File: config.mk
export PLATFORM = sky130hd
export DESIGN_NAME = router_in_arbiter
export DESIGN_NICKNAME = d
export VERILOG_FILES = /design/src/rtl/router_pkg.sv /design/src/rtl/rr_arbiter3.sv /design/src/rtl/router_in_arbiter.sv
export SDC_FILE = /design/constraint.sdc
export NUM_CORES = 1
export LEC_CHECK = 0
export ABC_AREA = 1
export BUFFER_PORTS_ARGS = -buffer_cell sky130_fd_sc_hd__buf_2
export CAP_MARGIN = 20
export CORE_ASPECT_RATIO = 0.5
export CORE_MARGIN = 5
export CORE_UTILIZATION = 45
export DETAILED_ROUTE_END_ITERATION = 6
export PLACE_DENSITY = 0.63
export SYNTH_ARGS = -nofsm -noshare
export SYNTH_HDL_FRONTEND = slang
export SYNTH_SLANG_ARGS = --single-unit
File: constraint.sdc
create_clock -name clk -period 3.3 [get_ports clk]
set_input_delay 0.66 -clock clk [delete_from_list [all_inputs] [get_ports clk]]
set_output_delay 0.66 -clock clk [all_outputs]
set_load 0.05 [all_outputs]
File: src/rtl/router_pkg.sv
// ---------------------------------------------------------------------------
// router_pkg
// Shared types and constants for the router ingress arbiter.
//   state_t       : arbiter FSM states
//   ADDR_INVALID  : header address code that causes a packet drop
//   LEN_MSB/LSB   : position of the payload-length field in the header byte
//   DW, LEN_W     : byte width and length-field width
//   NUM_SRC       : number of packet sources (round-robin logic sized for 3)
// ---------------------------------------------------------------------------
package router_pkg;

   localparam int NUM_SRC = 3;
   localparam int DW      = 8;
   localparam int LEN_W   = 6;
   localparam int LEN_MSB = 7;
   localparam int LEN_LSB = 2;

   localparam logic [1:0] ADDR_INVALID = 2'b11;

   typedef enum logic [2:0] {
      IDLE,
      HDR,
      PLD,
      PAR,
      DRAIN
   } state_t;

endpackage

File: src/rtl/rr_arbiter3.sv
// ---------------------------------------------------------------------------
// rr_arbiter3
// Combinational 3-way round-robin picker.
//   req        : request vector, one bit per source
//   last_grant : index (0..2) of the source served most recently
//   winner     : one-hot winner, searching from last_grant+1 (mod 3);
//                all zero when nothing requests
// ---------------------------------------------------------------------------
module rr_arbiter3
   import router_pkg::*;
(
   input  logic [NUM_SRC-1:0] req,
   input  logic [1:0]         last_grant,
   output logic [NUM_SRC-1:0] winner
);

   always_comb begin
      winner = '0;
      case (last_grant)
         2'd0: begin
            if (req[1])      winner = 3'b010;
            else if (req[2]) winner = 3'b100;
            else if (req[0]) winner = 3'b001;
         end
         2'd1: begin
            if (req[2])      winner = 3'b100;
            else if (req[0]) winner = 3'b001;
            else if (req[1]) winner = 3'b010;
         end
         // 2 and the unused code 3 both restart the search at source 0
         default: begin
            if (req[0])      winner = 3'b001;
            else if (req[1]) winner = 3'b010;
            else if (req[2]) winner = 3'b100;
         end
      endcase
   end

endmodule

File: src/rtl/router_in_arbiter.sv
// ---------------------------------------------------------------------------
// router_in_arbiter
// Ingress arbiter in front of router_top. Multiplexes three byte-stream
// packet sources onto one datain/packet_valid pair with packet-granular
// round-robin, honouring the router's busy back-pressure. Headers are parsed
// to find packet boundaries; invalid-address packets are dropped, packets
// whose source stalls mid-packet are aborted, and parity mismatches flagged.
// Packet: header {len[5:0], addr[1:0]}, len payload bytes, one parity byte.
//
// Ports:
//   clk          : clock, rising edge
//   reset        : asynchronous, active-high
//   src_valid[3] : per-source byte valid
//   src_data[24] : per-source byte, source i on [8i+7:8i]
//   src_ready[3] : per-source byte accept (combinational)
//   busy         : router_top back-pressure
//   datain[8]    : registered byte to router_top
//   packet_valid : registered packet framing to router_top
//   grant[3]     : one-hot current owner, 0 when idle
//   addr_err     : 1-cycle pulse, header with invalid address dropped
//   gap_err      : 1-cycle pulse, owner stalled mid-packet, packet aborted
//   par_err      : 1-cycle pulse, parity byte mismatch
// ---------------------------------------------------------------------------
module router_in_arbiter
   import router_pkg::*;
(
   input  logic                  clk,
   input  logic                  reset,
   input  logic [NUM_SRC-1:0]    src_valid,
   input  logic [NUM_SRC*DW-1:0] src_data,
   output logic [NUM_SRC-1:0]    src_ready,
   input  logic                  busy,
   output logic [DW-1:0]         datain,
   output logic                  packet_valid,
   output logic [NUM_SRC-1:0]    grant,
   output logic                  addr_err,
   output logic                  gap_err,
   output logic                  par_err
);

   localparam logic [LEN_W:0] CNT_ONE = (LEN_W+1)'(1);

   state_t             state;
   state_t             state_nxt;
   logic [1:0]         last_grant;
   logic [LEN_W:0]     cnt;
   logic [DW-1:0]      parity;
   logic [NUM_SRC-1:0] rr_winner;
   logic               sel_valid;
   logic [DW-1:0]      sel_byte;
   logic [LEN_W-1:0]   hdr_len;
   logic [1:0]         hdr_addr;
   logic               xfer;
   logic               gap;

   function automatic logic [1:0] grant_index(input logic [NUM_SRC-1:0] g);
      case (g)
         3'b010:  return 2'd1;
         3'b100:  return 2'd2;
         default: return 2'd0;
      endcase
   endfunction

   rr_arbiter3 u_rr (
      .req        (src_valid),
      .last_grant (last_grant),
      .winner     (rr_winner)
   );

   // Stage p0: select the owner's byte and decode the handshake
   always_comb begin
      sel_byte = '0;
      for (int i = 0; i < NUM_SRC; i++) begin
         if (grant[i]) sel_byte = src_data[i*DW +: DW];
      end
   end

   assign sel_valid = |(src_valid & grant);
   assign hdr_len   = sel_byte[LEN_MSB:LEN_LSB];
   assign hdr_addr  = sel_byte[LEN_LSB-1:0];

   // DRAIN discards bytes, so it keeps accepting even while the router is busy
   always_comb begin
      src_ready = '0;
      case (state)
         HDR, PLD, PAR: src_ready = grant & {NUM_SRC{~busy}};
         DRAIN:         src_ready = grant;
         default:       src_ready = '0;
      endcase
   end

   assign xfer = |(src_valid & src_ready);
   // A missing byte only counts as a gap once the header has been taken
   assign gap  = ((state == PLD) || (state == PAR)) && !busy && !sel_valid;

   always_ff @(posedge clk or posedge reset) begin
      if (reset) state <= IDLE;
      else       state <= state_nxt;
   end

   always_comb begin
      state_nxt = state;
      case (state)
         IDLE: begin
            if (|src_valid) state_nxt = HDR;
         end
         HDR: begin
            if (xfer) begin
               if (hdr_addr == ADDR_INVALID) state_nxt = DRAIN;
               else if (hdr_len != '0)       state_nxt = PLD;
               else                          state_nxt = PAR;
            end
         end
         PLD: begin
            if (xfer) begin
               if (cnt == CNT_ONE) state_nxt = PAR;
            end else if (gap) begin
               state_nxt = DRAIN;
            end
         end
         PAR: begin
            if (xfer)     state_nxt = IDLE;
            else if (gap) state_nxt = DRAIN;
         end
         DRAIN: begin
            if (xfer && (cnt == CNT_ONE)) state_nxt = IDLE;
         end
         default: state_nxt = IDLE;
      endcase
   end

   // Stage p1: registered router-side outputs, grant, counter and parity
   always_ff @(posedge clk or posedge reset) begin
      if (reset) begin
         datain       <= '0;
         packet_valid <= 1'b0;
         grant        <= '0;
         last_grant   <= 2'd2;
         cnt          <= '0;
         parity       <= '0;
         addr_err     <= 1'b0;
         gap_err      <= 1'b0;
         par_err      <= 1'b0;
      end else begin
         addr_err <= 1'b0;
         gap_err  <= 1'b0;
         par_err  <= 1'b0;
         case (state)
            IDLE: begin
               if (|src_valid) grant <= rr_winner;
            end
            HDR: begin
               if (xfer) begin
                  parity <= sel_byte;
                  if (hdr_addr == ADDR_INVALID) begin
                     // drop the whole packet: len payload bytes plus parity
                     cnt      <= {1'b0, hdr_len} + CNT_ONE;
                     addr_err <= 1'b1;
                  end else begin
                     cnt          <= {1'b0, hdr_len};
                     datain       <= sel_byte;
                     packet_valid <= 1'b1;
                  end
               end
            end
            PLD: begin
               if (xfer) begin
                  datain       <= sel_byte;
                  packet_valid <= 1'b1;
                  parity       <= parity ^ sel_byte;
                  cnt          <= cnt - CNT_ONE;
               end else if (gap) begin
                  // zero byte with packet_valid low ends the router packet early
                  datain       <= '0;
                  packet_valid <= 1'b0;
                  gap_err      <= 1'b1;
                  cnt          <= cnt + CNT_ONE;
               end
            end
            PAR: begin
               if (xfer) begin
                  datain       <= sel_byte;
                  packet_valid <= 1'b0;
                  par_err      <= (sel_byte != parity);
                  last_grant   <= grant_index(grant);
                  grant        <= '0;
               end else if (gap) begin
                  // cnt is already 0 here, leaving only the parity byte to drain
                  datain       <= '0;
                  packet_valid <= 1'b0;
                  gap_err      <= 1'b1;
                  cnt          <= cnt + CNT_ONE;
               end
            end
            DRAIN: begin
               if (xfer) begin
                  cnt <= cnt - CNT_ONE;
                  if (cnt == CNT_ONE) begin
                     last_grant <= grant_index(grant);
                     grant      <= '0;
                  end
               end
            end
            default: begin
               grant <= '0;
            end
         endcase
      end
   end

endmodule
==> After elaboration in Yosys (flattened, before gate mapping) <==
Index checks and enable logic that the tools add are counted.
Widths: inputs -> output; s select.
{ "totals": {"elab_cells": 130, "latchBits": 0, "mem_bits_rw": 0, "n_memories": 0, "mem_bits_ro": 0, "ff_bits": 35, "inputBits": 30} }
{ "classes": {"mux": 63, "eq_ne": 21, "n_lt_le_gt_ge": 0, "n_mul": 0, "shift": 0, "bitwise_logic": 6, "reduce_logical": 27, "div": 0, "add_sub_neg": 3} }
{ "ops": {"columns": ["operator", "count"], "rows": [
  ["$mux 8", 9],
  ["$mux 3", 19],
  ["$mux 7", 6],
  ["$pmux 8 s2", 2],
  ["$pmux 7 s4", 1],
  ["$ne 2x2->1 const B", 9],
  ["$reduce_and 4->1", 4],
  ["$mux 1", 15],
  ["$pmux 3 s5", 1],
  ["$pmux 3 s2", 2],
  ["$pmux 3 s4", 1],
  ["$reduce_or 3->1", 4],
  ["$and 3x3->3", 3],
  ["$eq 3x2->1 const B", 3],
  ["$mux 2", 4],
  ["$ne 8x8->1", 1],
  ["$pmux 2 s2", 2],
  ["$xor 8x8->8", 1],
  ["$add 6x1->7 const B", 1],
  ["$add 7x1->7 const B", 1],
  ["$eq 7x1->1 const B", 1],
  ["$sub 7x1->7 const B", 1],
  ["$eq 3x3->1 const B", 2],
  ["$reduce_and 3->1", 2],
  ["18 further kinds", 25]
]} }

==> Logic depth before layout (Yosys ltp) <==
Gate-level depths: netlist (run 1).
{ "logic_depth": {"depth_word": 8, "ltp_mapped": 14, "mapped_depth_nobuf": 14} }

==> Cells and area by module <==
From an unflattened synthesis (run 1), not the netlist that was laid out.
{ "unflattened": {"hier_cells": 387, "area_unflattened_um2": 2610.0} }
{ "modules_own_cells": {"columns": ["mod", "n_inst", "area_each_um2", "seq_area_each_um2", "cells_each"], "rows": [
  ["router_in_arbiter", 1, 2531.2, 877.1, 372],
  ["rr_arbiter3", 1, 78.8, 0.0, 15]
]} }

==> Worst setup path before layout (run 1) <==
OpenSTA, ideal clock, no wires.
{ "synth_timing": {"kind": "flip-flop to output port", "start": "reg grant[2]", "end": "out src_ready[2]", "arrival_ns": 1.613, "slack_ns": 1.027, "required_ns": 2.640, "stages_incl_launch_ff": 4, "path_cell_list": "dfrtp_1 > inv_1 > buf_2 > nor2_1"} }
{ "synth_via": {"elab_chain_cells": 2} }
{ "synth_rtl": {"columns": ["item", "line", "text"], "rows": [
  ["start, declared", "router_in_arbiter.sv:35", "output logic [NUM_SRC-1:0] grant,"],
  ["start signal, assigned", "router_in_arbiter.sv:150", "if (|src_valid) grant <= rr_winner;"],
  ["$and 3x3->3", "router_in_arbiter.sv:86", "HDR, PLD, PAR: src_ready = grant & {NUM_SRC{~busy}};"],
  ["$pmux 3 s2 (*)", "router_in_arbiter.sv:85", "case (state)"],
  ["end, declared", "router_in_arbiter.sv:31", "output logic [NUM_SRC-1:0] src_ready,"]
]} }
Mark *: on every way between the ends. The rest lies on a longest branch, timed or not.

==> Final worst setup path (run 1) <==
{ "layout_timing": {"start": "reg grant[2]", "end": "reg cnt[2]"} }
{ "layout_via": {"elab_chain_cells": 7, "elab_cells_between_ends": 21, "classes_between": "1 x add/sub; 4 x eq/ne; 8 x mux; 3 x bitwise; 5 x reduce/logical"} }
{ "layout_rtl": {"columns": ["item", "line", "text"], "rows": [
  ["branches (longest 7 deep; another with $add 6x1->7)", null, null],
  ["end signal, assigned", "router_in_arbiter.sv:157", "cnt <= {1'b0, hdr_len} + CNT_ONE;"],
  ["end signal, assigned", "router_in_arbiter.sv:160", "cnt <= {1'b0, hdr_len};"],
  ["end signal, assigned", "router_in_arbiter.sv:171", "cnt <= cnt - CNT_ONE;"],
  ["end, declared", "router_in_arbiter.sv:46", "logic [LEN_W:0] cnt;"]
]} }
Several ways; the timed one is not identified. The select of a mux whose other input is x is not followed.
A chain may end at the register's enable or synchronous reset.

==> results of run 1 <==
sequential cells by signal, summed over array words and instances, names as in the netlist:
| register | count |
|---|---|
| datain | 8 |
| parity | 8 |
| cnt | 7 |
| grant | 3 |
| state | 3 |
| last_grant | 2 |
| addr_err | 1 |
| gap_err | 1 |
| packet_valid | 1 |
| par_err | 1 |
metal layers:
layer  vias up  routed length, µm  GRT usage, %
met5         -                  0             0
met4         0                104          5.42
met3        12                487          4.78
met2        98               2910          29.2
met1      1206               3710          29.6
li1       1361                  -             -
kinds of logic after synthesis:
group / Yosys count
buf+inv: 55
xor+xnor: 22
flops: 35
fa+ha+maj: 5
simple gates: 228
compound gates: 53
metrics by stage:
stage                     worst slack [ns]  utilization (%)
after detailed placement              1.06             53.0
after global placement                1.12             53.0
final                                 1.00             55.4
after floorplan                       1.03                -
after CTS                             1.02             55.4
after global routing                 0.767             55.4
power groups by stage:
| stage | clock (mW) | combinational, mW | sequential [mW] |
|---|---|---|---|
| after global routing | 0.500 | 1.60 | 0.661 |
| after floorplan | 0 | 1.09 | 0.644 |
| final | 0.460 | 1.43 | 0.640 |
| after CTS | 0.465 | 1.42 | 0.644 |
| after detailed placement | 0 | 1.41 | 0.651 |
| after global placement | 0 | 1.40 | 0.649 |
cell type report:
| cell class | instances | area (µm²) | area share [%] |
|---|---|---|---|
| clock buffer | 7 | 133 | 4.25 |
| clock inverter | 1 | 5.00 | 0.160 |
| inverter | 50 | 188 | 6.01 |
| multi-input combinational | 308 | 1590 | 50.8 |
| sequential | 35 | 877 | 28.1 |
| tap | 73 | 91.3 | 2.92 |
| timing repair buffer | 48 | 243 | 7.77 |
worst paths after layout:
path | endpoint | slack [ns] | cells after the start
min in group clk | datain[1]$_DFFE_PP0P_ | 0.48 | 2
setup / recovery | cnt[2]$_DFFE_PP0P_ | 1.00 | 12
hold reg to reg | datain[1]$_DFFE_PP0P_ | 0.48 | 2
max in group asynchronous | last_grant[1]$_DFFE_PP1P_ | 2.46 | 3
setup reg to reg | cnt[2]$_DFFE_PP0P_ | 1.00 | 12
hold / removal | cnt[0]$_DFFE_PP0P_ | 0.48 | 3
critical path, cell delays in order (launching register included):
cell	delay [ns]
dfrtp_1	0.59
inv_1	0.29
or2_2	0.35
nand2_2	0.17
inv_1	0.06
ha_1	0.22
inv_1	0.10
nand2_1	0.06
nand2_1	0.08
nand2_1	0.05
nand3_1	0.07
nand2_1	0.06
o21ai_1	0.12
synthesized netlist by cell type (all sizes together):
library cell	count	area, µm²
o21ai	33	180
a21oi	16	91.3
nand3	24	130
xnor2	8	70.1
xor2	14	123
nand2	129	522
a31oi	1	6.26
nor3b	1	7.51
inv	50	188
nor2	58	268
dfstp	1	26.3
nor3	5	25.0
ha	5	62.6
buf	5	37.5
o22ai	1	6.26
nand4	9	56.3
or2	1	6.26
dfrtp	34	851
nor4	1	6.26
o21bai	1	7.51
a21boi	1	18.8
==> key figures, run 1 <==
Clock tree
  • Clock transition at the registers of the reported paths: approximately 0.06 ns
  • H-tree depth: 2
  • Clk sink count: 35
  • Resize count post-CTS: 0
  • Cts hold-fix bufs: 0
  • CTS tree: built
  • Clk_lat worst skew: 0.28 ns
  • Total CTS buffers: 5
  • Root buf cell: clkbuf_16
  • Clk buf depth: 2
  • # Post-CTS Setup Buffers: 0

Floorplanning
  • Area of the die: 7710 µm²
  • Die Y: 64.7 µm
  • Io pins: 48
  • CORE AREA: 5630 µm²
  • Row count: 19
  • Die Wd: 119 µm
  • Initial Utilization: 47.7%

Pwr
  • Clk network pwr share: 18.2%
  • Switch Pwr: between 1 and 1.5 mW
  • Sw Share: 52.0%
  • Peak supply drop: roughly 500 µV
  • Sequential power share: 25.2%
  • P_leak: 1.66 nW
  • Power, Total: 2.53 mW
  • P_int: 1.22 mW
  • Power Density: 811 nW/µm²
  • Combinational power share: 56.6%

Worst setup path
  • Crit path launch type: flop
  • Crit Path Class: flop to flop
  • Worst Setup End Kind: flop
  • Crit path max fanout: 13
  • CP Data Arrival Time: between 2 and 3 ns
  • CP startpoint: grant[2]$_DFFE_PP0P_
  • Reg2Reg Launch Point: grant[2]$_DFFE_PP0P_
  • Required time of the critical path: roughly 3.5 ns

STA
  • Setup TNS Final: 0 ns
  • Minimum clock period: 2.30 ns
  • Unrepaired setup endpoints after global routing: false
  • Number of max-slew violations in the final report: 0
  • Worst slew pin tran: 0.572 ns
  • Hold Violations, Final: 0
  • FMAX: 435 MHz
  • WHS: 0.481 ns
  • Fin crit share: 69.6%
  • Final setup skew: about 0.0026 ns
  • Slew headroom: between 60 and 70%
  • Final setup vio count: 0

Yosys
  • Cells after Synth: 398
  • Yosys warns: 0
  • Mux cell area share after synthesis: 0%
  • Synth Register Bits: 35
  • Main combinational cell family by area after synthesis: simple AND/OR/NAND/NOR gates
  • Syn Nets: roughly 430
  • Synth Area in Compound Gates: 11.5%
  • Synth Area in XOR/XNOR: 7.17%
  • Simple-gate portion of the synthesized area: 38.0%
  • Distinct cells, synth: 31
  • Post-Syn Area: 2690 µm²
  • Adder-cell share of the synthesized area: 2.33%
  • Syn avg cell area: 6.76 µm²
  • Register area share after synthesis: between 30% and 40%

Place
  • Port bufs: between 40 and 50
  • RD Place Congestion: 0.915
  • DP HPWL: 5570 µm
  • Placed insts: 514
  • Placed inst area: 2990 µm²

Layout
  • Layout Cells excl Fill: 522
  • Commonest non-fill, non-tap cells in the layout: nand2_1, buf_2, nor2_1
  • Ant diodes: 0
  • Filler cells: 533
  • Nets: between 400 and 500
  • P&R area growth vs syn: 16.1%
  • Finished Cell Area: around 3100 µm²
  • Ratio of cells with drive above 1 in the final layout: 21.2%
  • Commonest non-fill, non-tap cell in the layout: nand2_1

Global routing
  • Vias in the first global route: 2,602
  • Initial antenna violation count: 0
  • Largest net degree at the start of global routing: 36
  • Gr usage total: 20.0%
  • Grt total ovfl: 0
  • First-pass GRT wire length: 12,600 µm

Drt
  • DR WL/cell: 13.8 µm
  • Pre-antenna DRT Iters: 5
  • Vias: between 2,000 and 3,000
  • Number of vias per cell: 5.13
  • Total Wirelength: 7210 µm
  • DR iter-0 viols: 199
  • Antenna viol nets, final: 0
  • DR DRC count: 0

Flow run
  • Max-cap violations: 0

Hold path
  • HP Class: primary input to asynchronous set/reset pin

Status
  • Status: finished, final reports clean
(Power assumes the default switching activity.)
==> run 2, diff against run 1 <==
Settings changed: PLACE_DENSITY 0.63 to 0.65.
Clock period 3.3 ns to 1.95 ns, I/O delays scaled along.
==> key figures, run 2 (synthesis results as in run 1) <==
Layout
  • Ant diodes: 0 (unchanged)
  • Post-Route Utilization: 58.8% (was 55.4%)
  • Nets: 504 (was 483)
  • Largest registers: datain x8, parity x8, cnt x7 (unchanged)
  • Commonest non-fill, non-tap cells in the layout: nand2_1, nor2_1, buf_2 (was nand2_1, buf_2, nor2_1)
  • Ratio of cells with drive above 1 in the final layout: 27.2% (was 21.2%)
  • P&R area growth vs syn: 23.3% (was 16.1%)
  • Finished Cell Area: 3320 µm² (was 3120 µm²)
  • Commonest non-fill, non-tap cell in the layout: nand2_1 (unchanged)

Place
  • Placed inst area: 3140 µm² (was 2990 µm²)
  • Setup WS pre-CTS: 0.0452 ns (was 1.06 ns)
  • Port bufs: 47 (unchanged)
  • DP HPWL: 5810 µm (was 5570 µm)
  • RD Place Congestion: 0.926 (was 0.915)

Drt
  • Total Wirelength: 7320 µm (was 7210 µm)
  • Antenna viol nets, final: 0 (unchanged)
  • DR DRC count: 0 (unchanged)
  • DR WL/cell: 13.5 µm (was 13.8 µm)
  • Number of vias per cell: 5.12 (was 5.13)
  • Vias: 2,778 (was 2,677)
  • Pre-antenna DRT Iters: 5 (unchanged)
  • DR iter-0 viols: 197 (was 199)

Clock tree
  • Clk buf depth: 2 (unchanged)
  • CTS tree: built (unchanged)
  • Clock transition at the registers of the reported paths: 0.05 ns (was 0.06 ns)
  • Clk sink count: 35 (unchanged)
  • Total CTS buffers: 5 (unchanged)
  • Root buf cell: clkbuf_16 (unchanged)
  • H-tree depth: 2 (unchanged)
  • Clk_lat worst skew: 0.28 ns (about the same)
  • Cts hold-fix bufs: 0 (unchanged)

Flow run
  • Max-cap violations: 0 (unchanged)

Worst setup path
  • Crit path max fanout: 5 (was 13)
  • Required time of the critical path: 1.56 ns (was 3.51 ns)
  • Crit path launch type: flop (unchanged)
  • Worst Setup End Kind: output port (was flop)
  • CP Data Arrival Time: 1.46 ns (was 2.51 ns)
  • Crit Path Class: flop to output port (was flop to flop)

Global routing
  • Gr usage total: 20.1% (was 20.0%)
  • Largest net degree at the start of global routing: 36 (unchanged)
  • Grt total ovfl: 0 (unchanged)
  • Vias in the first global route: 2,665 (was 2,602)
  • Initial antenna violation count: 0 (unchanged)
  • First-pass GRT wire length: 12,700 µm (was 12,600 µm)

STA
  • Worst slew pin tran: 0.460 ns (was 0.572 ns)
  • Minimum clock period: 1.85 ns
  • WHS: 0.202 ns (was 0.481 ns)
  • FMAX: 539 MHz
  • Slew headroom: 69.1% (was 61.6%)
  • Final setup vio count: 0 (unchanged)
  • Final setup skew: 0.00262 ns (was 0.00259 ns)
  • Post-route setup slack: 0.0958 ns (was 1.00 ns)
  • Fin crit share: a little over nine tenths
  • Unrepaired setup endpoints after global routing: true (was false)
  • Number of max-slew violations in the final report: 0 (unchanged)
  • Hold Violations, Final: 0 (unchanged)

Hold path
  • HP Class: primary input to asynchronous set/reset pin (unchanged)

Floorplanning
  • Row count: 19 (unchanged)
  • Die Y: 64.7 µm (unchanged)
  • Die Wd: 119 µm (unchanged)
  • Area of the die: 7710 µm² (unchanged)
  • Initial Utilization: 47.7% (unchanged)
  • Io pins: 48 (unchanged)
  • CORE AREA: 5630 µm² (unchanged)

Pwr
  • Power Density: 1390 nW/µm² (was 811 nW/µm²)
  • P_leak: 1.77 nW (was 1.66 nW)
  • Power, Total: 4.62 mW (was 2.53 mW)
  • Peak supply drop: 1140 µV (was 500 µV)

Status
  • Status: finished, final reports clean (unchanged)
run 2: changes by cell type in the layout (fill, tap and decap cells not counted), moves of 2 or more:
cell      delta
buf_2        -3
buf_4       +21
clkbuf_1     -2
clkbuf_4     +2
clkinv_2     +2
dfrtp_1      -3
dfrtp_2      +3
nor2_1       -2
run 2: per-layer routing:
| layer | wire, µm | GRT usage, % | up-vias |
|---|---|---|---|
| li1 | - | - | 1399 |
| met1 | 3840 | 29.5 | 1282 |
| met2 | 3010 | 30.6 | 90 |
| met3 | 422 | 4.00 | 7 |
| met4 | 51 | 4.56 | 0 |
| met5 | 0 | 0 | - |
run 2: metrics by stage:
step	instances	setup TNS [ns]
4_1_cts	542	0
3_3_place_gp	534	0
2_1_floorplan	398	-0.0116
6_report	543	0
3_5_place_dp	534	0
5_1_grt	543	-0.0218
run 2: worst paths after layout:
path                                       startpoint                        end  slack (ns)  cells past startpoint
worst max register to register   grant[2]$_DFFE_PP0P_         cnt[2]$_DFFE_PP0P_        0.14                     13
worst max-delay path             state[0]$_DFFE_PP0P_               src_ready[2]         0.1                      6
max in group asynchronous                       reset  last_grant[1]$_DFFE_PP1P_        1.40                      3
min in group clk                         src_valid[2]       grant[2]$_DFFE_PP0P_        0.41                      3
worst min-delay path                            reset         cnt[3]$_DFFE_PP0P_        0.20                      3
worst min register to register  datain[4]$_DFFE_PP0P_      datain[4]$_DFFE_PP0P_        0.49                      2
run 2: critical path, stage by stage (launching register included):
cell and delay [ns]:
dfrtp_1 0.43, inv_1 0.10, nand2_1 0.08, nor2_4 0.18, nor2_4 0.07, nor2_1 0.08
clkbuf_4 0.23
run 2: repair_timing:
action / in CTS / in global routing
resized for setup: 0 / 12
setup buffers: 0 / 1
setup endpoints to repair: 0 / 24
run 2: report_power, final:
| group | internal (mW) | switching, mW | leakage, nW |
|---|---|---|---|
| sequential | 0.868 | 0.156 | 0.454 |
| clock | 0.466 | 0.299 | 0.0733 |
| combinational | 0.993 | 1.84 | 1.24 |
run 2: layout make-up:
class,instances,area (µm²)
clock inverters,3,15.0
fillers,512,2320
repair buffers,69,405
multi-input cells,308,1610
well taps,73,91.3
inverters,50,188
clock buffers,5,125
flip-flops and latches,35,881
==> run 3, diff against run 2 <==
Settings changed: CELL_PAD_IN_SITES_DETAIL_PLACEMENT set to 1, CELL_PAD_IN_SITES_GLOBAL_PLACEMENT set to 1, CORE_UTILIZATION 45 to 36, PLACE_DENSITY 0.65 to 0.73.
==> key figures, run 3 (synthesis results as in run 1) <==
Drt
  • DR DRC count: 0 (unchanged)
  • Met2 WL: 4140 µm (was 3010 µm)
  • DR WL/cell: 15.6 µm (was 13.5 µm)
  • Met3 WL: 420 µm (was 422 µm)
  • Uppermost layer routed: met4 (unchanged)
  • Total Wirelength: 9080 µm (was 7320 µm)
  • Vias: 2,872 (was 2,778)
  • Antenna viol nets, final: 0 (unchanged)
  • Pre-antenna DRT Iters: 4 (was 5)
  • DR iter-0 viols: 134 (was 197)
  • Number of vias per cell: 4.93 (was 5.12)
  • Met1 wire length: 4430 µm (was 3840 µm)

Clock tree
  • Clk sink count: 35 (unchanged)
  • H-tree depth: 2 (unchanged)
  • Clock transition at the registers of the reported paths: 0.06 ns (was 0.05 ns)
  • Total CTS buffers: 5 (unchanged)
  • Clk buf depth: 2 (unchanged)
  • Clk_lat worst skew: 0.28 ns (about the same)
  • CTS tree: built (unchanged)
  • Root buf cell: clkbuf_16 (unchanged)

Floorplanning
  • Io pins: 48 (unchanged)
  • Initial Utilization: 36.9% (was 47.7%)
  • Area of the die: 9400 µm² (was 7710 µm²)
  • Die Y: 71.1 µm (was 64.7 µm)
  • Die Wd: 132 µm (was 119 µm)
  • CORE AREA: 7290 µm² (was 5630 µm²)
  • Row count: 22 (was 19)

Global routing
  • Gr usage total: 18.8% (was 20.1%)
  • Largest net degree at the start of global routing: 36 (unchanged)
  • Vias in the first global route: 2,898 (was 2,665)
  • Initial antenna violation count: 0 (unchanged)
  • First-pass GRT wire length: 14,400 µm (was 12,700 µm)
  • Grt total ovfl: 0 (unchanged)

Layout
  • Finished Cell Area: 3520 µm² (was 3320 µm²)
  • Filler cells: 965 (was 512)
  • Nets: 521 (was 504)
  • Commonest non-fill, non-tap cells in the layout: nand2_1, nor2_1, buf_2 (unchanged)
  • Largest registers: datain x8, parity x8, cnt x7 (unchanged)
  • Multi-input gate area: 1650 µm² (was 1610 µm²)
  • Ratio of cells with drive above 1 in the final layout: 29.6% (was 27.2%)
  • P&R area growth vs syn: 31.0% (was 23.3%)
  • Ant diodes: 0 (unchanged)
  • Register area: 881 µm² (unchanged)
  • Commonest non-fill, non-tap cell in the layout: nand2_1 (unchanged)

Worst setup path
  • Required time of the critical path: 1.56 ns (about the same)
  • Crit path launch type: flop (unchanged)
  • Crit Path Class: flop to output port (unchanged)
  • Worst Setup End Kind: output port (unchanged)
  • CP Data Arrival Time: 1.51 ns (was 1.46 ns)
  • Crit path max fanout: 5 (unchanged)
  • Reg2Reg Depth: 10 (was 13)

Place
  • Placed inst area: 3240 µm² (was 3140 µm²)
  • RD Place Congestion: 0.852 (was 0.926)
  • DP HPWL: 6830 µm (was 5810 µm)
  • Setup WS pre-CTS: 0.0369 ns (was 0.0452 ns)
  • Port bufs: 47 (unchanged)

Pwr
  • Sequential power share: 20.4% (was 22.2%)
  • Clk network pwr share: 15.7% (was 16.6%)
  • Power, Total: 5.02 mW (was 4.62 mW)
  • Power Density: 1420 nW/µm² (was 1390 nW/µm²)
  • Switch Pwr: 2.49 mW (was 2.29 mW)
  • Sw Share: 49.6% (was 49.7%)
  • P_leak: 1.85 nW (was 1.77 nW)
  • P_int: 2.53 mW (was 2.33 mW)
  • Peak supply drop: 877 µV (was 1140 µV)
  • Combinational power share: 63.9% (was 61.3%)

STA
  • Post-route setup slack: 0.0460 ns (was 0.0958 ns)
  • Slew headroom: 66.7% (was 69.1%)
  • Final setup skew: 0.00346 ns (was 0.00262 ns)
  • Hold Violations, Final: 0 (unchanged)
  • FMAX: 525 MHz (was 539 MHz)
  • Worst slew pin tran: 0.500 ns (was 0.460 ns)
  • WHS: 0.208 ns (was 0.202 ns)
  • Setup TNS Final: 0 ns (unchanged)
  • Fin crit share: 97.6% (was 95.1%)
  • Final setup vio count: 0 (unchanged)
  • Number of max-slew violations in the final report: 0 (unchanged)
  • Minimum clock period: 1.90 ns (was 1.85 ns)

Flow run
  • Max-cap violations: 0 (unchanged)

Hold path
  • HP Class: primary input to asynchronous set/reset pin (unchanged)

Status
  • Status: finished, final reports clean (unchanged)
run 3: cell types whose count changed in the layout (fill, tap and decap cells not counted), moves of 2 or more:
cell      change
clkinv_2      -2
buf_4        +18
nor2_2        -4
nand2_2       -2
nand2_4       +2
clkbuf_1      +2
nor2_4        +4
run 3: worst max-delay path, stage by stage (launching register included):
cell and delay (ns):
dfrtp_1 0.43, inv_1 0.10, nand2_1 0.10, nor2_4 0.18, nor2_4 0.08, nor2_1 0.12
buf_4 0.22
run 3: metal layers:
layer | vias up | global-route usage (%)
li1 | 1438 | -
met2 | 61 | 29.6
met4 | 0 | 5.53
met5 | - | 0
met1 | 1365 | 26.5
met3 | 8 | 3.27
run 3: power by group through the flow:
stage | logic [mW] | clock network, mW | registers, mW
global route | 3.51 | 0.839 | 1.04
floorplan | 1.85 | 0 | 1.09
global placement | 2.91 | 0 | 1.02
detailed placement | 2.95 | 0 | 1.03
finish | 3.21 | 0.788 | 1.02
CTS | 2.99 | 0.801 | 1.02
run 3: repair_timing:
item	CTS	global route
setup buffers	0	8
pin swaps	0	2
setup endpoints to repair	3	19
endpoints found under the hold margin	0	0
hold buffers	0	0
resized for setup	2	20
run 3: per-stage QoR:
step	util, %	cells
finish	48.3	583
global route	48.3	583
floorplan	-	398
CTS	46.5	575
global placement	44.5	567
detailed placement	44.5	567
run 3: worst paths after layout:
kind                                             from                     to  slack (ns)
worst max-delay path             state[0]$_DFFE_PP0P_           src_ready[0]        0.05
worst min-delay path                            reset     cnt[0]$_DFFE_PP0P_        0.21
worst max register to register   state[0]$_DFFE_PP0P_     cnt[6]$_DFFE_PP0P_        0.09
worst min register to register  datain[3]$_DFFE_PP0P_  datain[3]$_DFFE_PP0P_        0.49
max in group asynchronous                       reset   grant[2]$_DFFE_PP0P_        1.35
min in group clk                         src_valid[0]   grant[0]$_DFFE_PP0P_        0.41
run 3: cell type report:
type / count / area share, %
Multi-Input combinational cell: 308 / 46.9
Sequential cell: 35 / 25.0
Timing Repair Buffer: 86 / 15.3
Inverter: 50 / 5.43
Clock buffer: 7 / 3.76
Tap cell: 96 / 3.41
Clock inverter: 1 / 0.142
